--- src/rtl/lp_fb_writer.sv ---
// Framebuffer writer for a dual-scan LED panel: read-modify-write of single pixels
// into packed top/bottom-half words, plus a full-buffer colour fill.
module lp_fb_writer #(
    parameter int NUM_COLS  = 64,
    parameter int NUM_ROWS  = 64,
    parameter int BIT_DEPTH = 4,
    localparam int XW = $clog2(NUM_COLS),
    localparam int YW = $clog2(NUM_ROWS),
    localparam int PW = 3 * BIT_DEPTH,
    localparam int AW = XW + YW - 1
) (
    input  logic            clk,
    input  logic            rst,
    input  logic            req_valid,
    output logic            req_ready,
    input  logic [XW-1:0]   req_x,
    input  logic [YW-1:0]   req_y,
    input  logic [PW-1:0]   req_color,
    input  logic            clr_start,
    input  logic [PW-1:0]   clr_color,
    output logic [AW-1:0]   mem_addr,
    output logic            mem_rd,
    input  logic [2*PW-1:0] mem_rdata,
    output logic            mem_we,
    output logic [2*PW-1:0] mem_wdata,
    output logic            busy,
    output logic            done
);

    typedef enum logic [2:0] {IDLE, RD, WR, CLR, FIN} state_t;

    localparam logic [AW-1:0] ADDR_ONE  = {{(AW-1){1'b0}}, 1'b1};
    localparam logic [AW-1:0] ADDR_LAST = {AW{1'b1}};

    state_t          state_r, state_s;
    logic [PW-1:0]   color_r, color_s;
    logic            half_r, half_s;
    logic [AW-1:0]   addr_s;
    logic [2*PW-1:0] wdata_s;
    logic            rd_s, we_s, done_s;

    // Replace the selected half of a packed word with a new pixel.
    function automatic logic [2*PW-1:0] merge_half(input logic [2*PW-1:0] word,
                                                   input logic [PW-1:0]   px,
                                                   input logic            bottom);
        if (bottom) begin
            merge_half = {word[2*PW-1:PW], px};
        end else begin
            merge_half = {px, word[PW-1:0]};
        end
    endfunction

    // Next-state and next-output logic; mem_addr doubles as the clear counter.
    always_comb begin
        state_s = state_r;
        color_s = color_r;
        half_s  = half_r;
        addr_s  = mem_addr;
        wdata_s = mem_wdata;
        rd_s    = 1'b0;
        we_s    = 1'b0;
        done_s  = 1'b0;
        case (state_r)
            IDLE: begin
                if (clr_start) begin
                    state_s = CLR;
                    we_s    = 1'b1;
                    addr_s  = {AW{1'b0}};
                    wdata_s = {clr_color, clr_color};
                end else if (req_valid && req_ready) begin
                    state_s = RD;
                    rd_s    = 1'b1;
                    addr_s  = {req_y[YW-2:0], req_x};
                    color_s = req_color;
                    half_s  = req_y[YW-1];
                end else begin
                    state_s = IDLE;
                end
            end
            // Read data is sampled on the edge that closes the read-strobe cycle.
            RD: begin
                state_s = WR;
                we_s    = 1'b1;
                wdata_s = merge_half(mem_rdata, color_r, half_r);
            end
            WR: begin
                state_s = FIN;
                done_s  = 1'b1;
            end
            CLR: begin
                if (mem_addr == ADDR_LAST) begin
                    state_s = FIN;
                    done_s  = 1'b1;
                end else begin
                    we_s   = 1'b1;
                    addr_s = mem_addr + ADDR_ONE;
                end
            end
            FIN: begin
                state_s = IDLE;
            end
            default: begin
                state_s = IDLE;
            end
        endcase
    end

    // State and registered outputs; reset aborts any memory access at once.
    always_ff @(posedge clk or negedge rst) begin
        if (!rst) begin
            state_r   <= IDLE;
            color_r   <= {PW{1'b0}};
            half_r    <= 1'b0;
            mem_addr  <= {AW{1'b0}};
            mem_wdata <= {(2*PW){1'b0}};
            mem_rd    <= 1'b0;
            mem_we    <= 1'b0;
            done      <= 1'b0;
            busy      <= 1'b0;
            req_ready <= 1'b0;
        end else begin
            state_r   <= state_s;
            color_r   <= color_s;
            half_r    <= half_s;
            mem_addr  <= addr_s;
            mem_wdata <= wdata_s;
            mem_rd    <= rd_s;
            mem_we    <= we_s;
            done      <= done_s;
            busy      <= (state_s != IDLE);
            req_ready <= (state_s == IDLE);
        end
    end

endmodule

--- config.mk ---
export PLATFORM = sky130hd
export DESIGN_NAME = lp_fb_writer
export DESIGN_NICKNAME = d
export VERILOG_FILES = /design/src/rtl/lp_fb_writer.sv
export SDC_FILE = /design/constraint.sdc
export NUM_CORES = 1
export LEC_CHECK = 0
export ABC_AREA = 1
export BUFFER_PORTS_ARGS = -buffer_cell sky130_fd_sc_hd__buf_2
export CORE_UTILIZATION = 40
export CTS_BUF_LIST = sky130_fd_sc_hd__clkbuf_16
export CTS_CLUSTER_SIZE = 30
export DETAILED_ROUTE_END_ITERATION = 10
export PLACE_DENSITY = 0.72
export SLEW_MARGIN = 20
export SYNTH_ARGS = -nofsm -noshare
export SYNTH_HDL_FRONTEND = slang
export SYNTH_SLANG_ARGS = --single-unit
--- constraint.sdc ---
create_clock -name clk -period 3.3 [get_ports clk]
set_input_delay 0.165 -clock clk [delete_from_list [all_inputs] [get_ports clk]]
set_output_delay 0.165 -clock clk [all_outputs]
set_load 0.005 [all_outputs]
==> out/results.ini <==
[floorplanning]
rows=31
io_pins=104
die_w_microns=90.6
initial_utilization=0.424
core-area_sq_um=7410
die_h_microns=90.6
dieArea_sq_um=8210

[placed_design]
post-dp-hpwl_microns=5800
io_buffers=103
place.gp.congestion=0.907

[timing]
rsz0062_at_grt=no
fin_setup_tns_ns=0
timing.hold.ws_ns=0.0633
min_period_over_period=0.602
tightest_slew_ns=0.656
drv_slew=0
relSlewSlack=0.563
fmax_mhz=503
period_minus_slack_ns=1.99
setup_viol=0
finalHoldViolCount=0
fin_skew_ns=0.0116

[yosys]
synth-edff-count=0
synth_seq_cells=56
syn_nets=506
synth_area_per_cell_sq_um=7.12
synth_common_cells=nand2_1, inv_1, dfrtp_1
synth_top_cell_area_share=0.446
yosysSeqAreaShare=0.446
ys.flop_type=dfrtp_1
post-synth-top-count-cell=nand2_1
syn-cell-area_sq_um=3140
synth_area_leaders=dfrtp_1, nand2_1, inv_1
synth-async-reset-ratio=1.00
syn_inst=441
synth_cell_types=29
yosysTopAreaCell=dfrtp_1
yosys_warnings=0

[clocking]
cts_root_buf=clkbuf_16
cts_tree=yes
htreeDepth=2
cts.clk_slew.worst_paths_ns=0.08
clock_latency_ns=0.30
cts_buffer_depth=2
numCtsBuffers=5
cts_sinks=56
cts_setup_buffers=0

[setup_path]
worstPathArrival_ns=2.18
crit_fanout=13
worstSetupPathType=flip-flop to flip-flop
critPathCaptureType=flip-flop
cp-start-kind=flip-flop
crit_required_ns=3.49

[global_routing]
grt_first_pass_wirelength_microns=12300
grt_max_degree=51
overflow=0
grt_pass1_vias=2592
grtUsageTotal=0.188
antenna_found_initial=0

[min_path]
hold_class=primary input to flip-flop

[drt]
first_pass_iters=5
route.vias.total=2963
post_drt_wl_per_cell_microns=12.0
drcViolationCount=0
vias_per_cell=4.67
drt_iter0_drc=163
drt-total-wl_microns=7600
ant_nets=0

[status]
status=completed

[final_layout]
multi_input_area_sq_um=1320
fillers=736
syn_to_final_growth_pct=22.7
drive_gt1_frac=0.250
nets=599
n_antenna_cell=0
regArea_sq_um=1400

[pwr]
sw_frac_of_total=0.423
pwr-share-clk=0.164
net-switching-power_w=0.00136
p_per_area_nw_per_um2=838
comb_power_share=0.440
vdd_drop_max_uv=372
power.share.sequential=0.395
intPower_w=0.00186
power.leakage_nw=2.11

[flow_run]
max_cap_violations=0

==> worst paths after layout <==
check / start / to / slack [ns] / depth (start not counted)
max: mem_addr[0]$_DFFE_PN0P_ / busy$_DFF_PN0_ / 1.31 / 8
min reg2reg: mem_wdata[14]$_DFFE_PN0P_ / mem_wdata[14]$_DFFE_PN0P_ / 0.48 / 2
max reg2reg: mem_addr[0]$_DFFE_PN0P_ / busy$_DFF_PN0_ / 1.31 / 8
min: req_y[5] / half_r$_DFFE_PN0P_ / 0.06 / 3
min in group asynchronous: rst / mem_addr[2]$_DFFE_PN0P_ / 0.43 / 2
max in group asynchronous: rst / mem_wdata[23]$_DFFE_PN0P_ / 2.06 / 3
==> worst max-delay path, stage by stage (launching register included) <==
cell,delay [ns]
dfrtp_1,0.42
ha_1,0.22
nand3_2,0.14
nor2_4,0.17
nand3_2,0.13
nand2_2,0.26
nand2_2,0.25
nor2_1,0.22
inv_1,0.05
==> power groups by stage <==
stage / sequential (W) / clock, W / combinational, W
3_5_place_dp: 0.00129 / 0 / 0.00138
5_1_grt: 0.00133 / 0.000568 / 0.00164
6_report: 0.00128 / 0.000530 / 0.00142
4_1_cts: 0.00127 / 0.000539 / 0.00138
3_3_place_gp: 0.00127 / 0 / 0.00133
2_1_floorplan: 0.00122 / 0 / 0.00101
==> stage by stage <==
stage | util | instances | instance area (sq um) | worst slack [ns] | power (W)
global route | 0.520 | 634 | 3850 | 1.13 | 0.00354
detailed placement | 0.495 | 624 | 3670 | 1.22 | 0.00266
floorplan | - | 441 | 3140 | 1.83 | 0.00224
finish | 0.520 | 634 | 3850 | 1.31 | 0.00323
CTS | 0.516 | 633 | 3820 | 1.19 | 0.00319
global placement | 0.495 | 624 | 3670 | 1.33 | 0.00260
==> layer usage <==
metal / routed length (microns) / GRT usage
met1: 3790 / 0.282
met2: 3310 / 0.271
met3: 390 / 0.0345
met4: 110 / 0.0578
met5: 0 / 0
==> timing repair <==
| action | CTS | global route |
|---|---|---|
| endpoints found under the hold margin | 28 | 0 |
| gates resized for setup | 0 | 0 |
| hold buffers | 1 | 0 |
==> final cells by class <==
type                            instances  area share
Tap cell                               99      0.0322
Clock inverter                          3     0.00552
Timing Repair Buffer                  107       0.147
Clock buffer                            5      0.0325
Sequential cell                        56       0.364
Inverter                               76      0.0747
Multi-Input combinational cell        288       0.344
==> sequential cells by signal, indices dropped and copies added, names as in the netlist <==
signal / count
mem_wdata: 24
color_r: 12
mem_addr: 11
state_r: 3
busy: 1
done: 1
half_r: 1
mem_rd: 1
mem_we: 1
req_ready: 1
==> cells in the final DEF, fill, tap and decap left out, types with 2 or more instances in the layout <==
cell type    n
nand2_2      3
o21ai_1     38
o21ai_2      4
nor2_2       2
nand2_1    150
nand3_1     21
clkbuf_16    5
nor2_1       8
buf_4        2
nand4_1      2
o21ai_0     47
nand3_2      2
dfrtp_1     55
a21oi_1      2
buf_2      103
inv_2        2
inv_1       73
==> logic make-up (layout without fill, tap and decap cells) <==
logic type / count (synthesis) / in the layout / share of synthesized area
buf+inv: 97 / 191 / 0.134
simple gates: 194 / 194 / 0.261
flops: 56 / 56 / 0.446
fa+ha+maj: 1 / 1 / 0.00399
compound gates: 93 / 93 / 0.155
(Power assumes the default switching activity.)
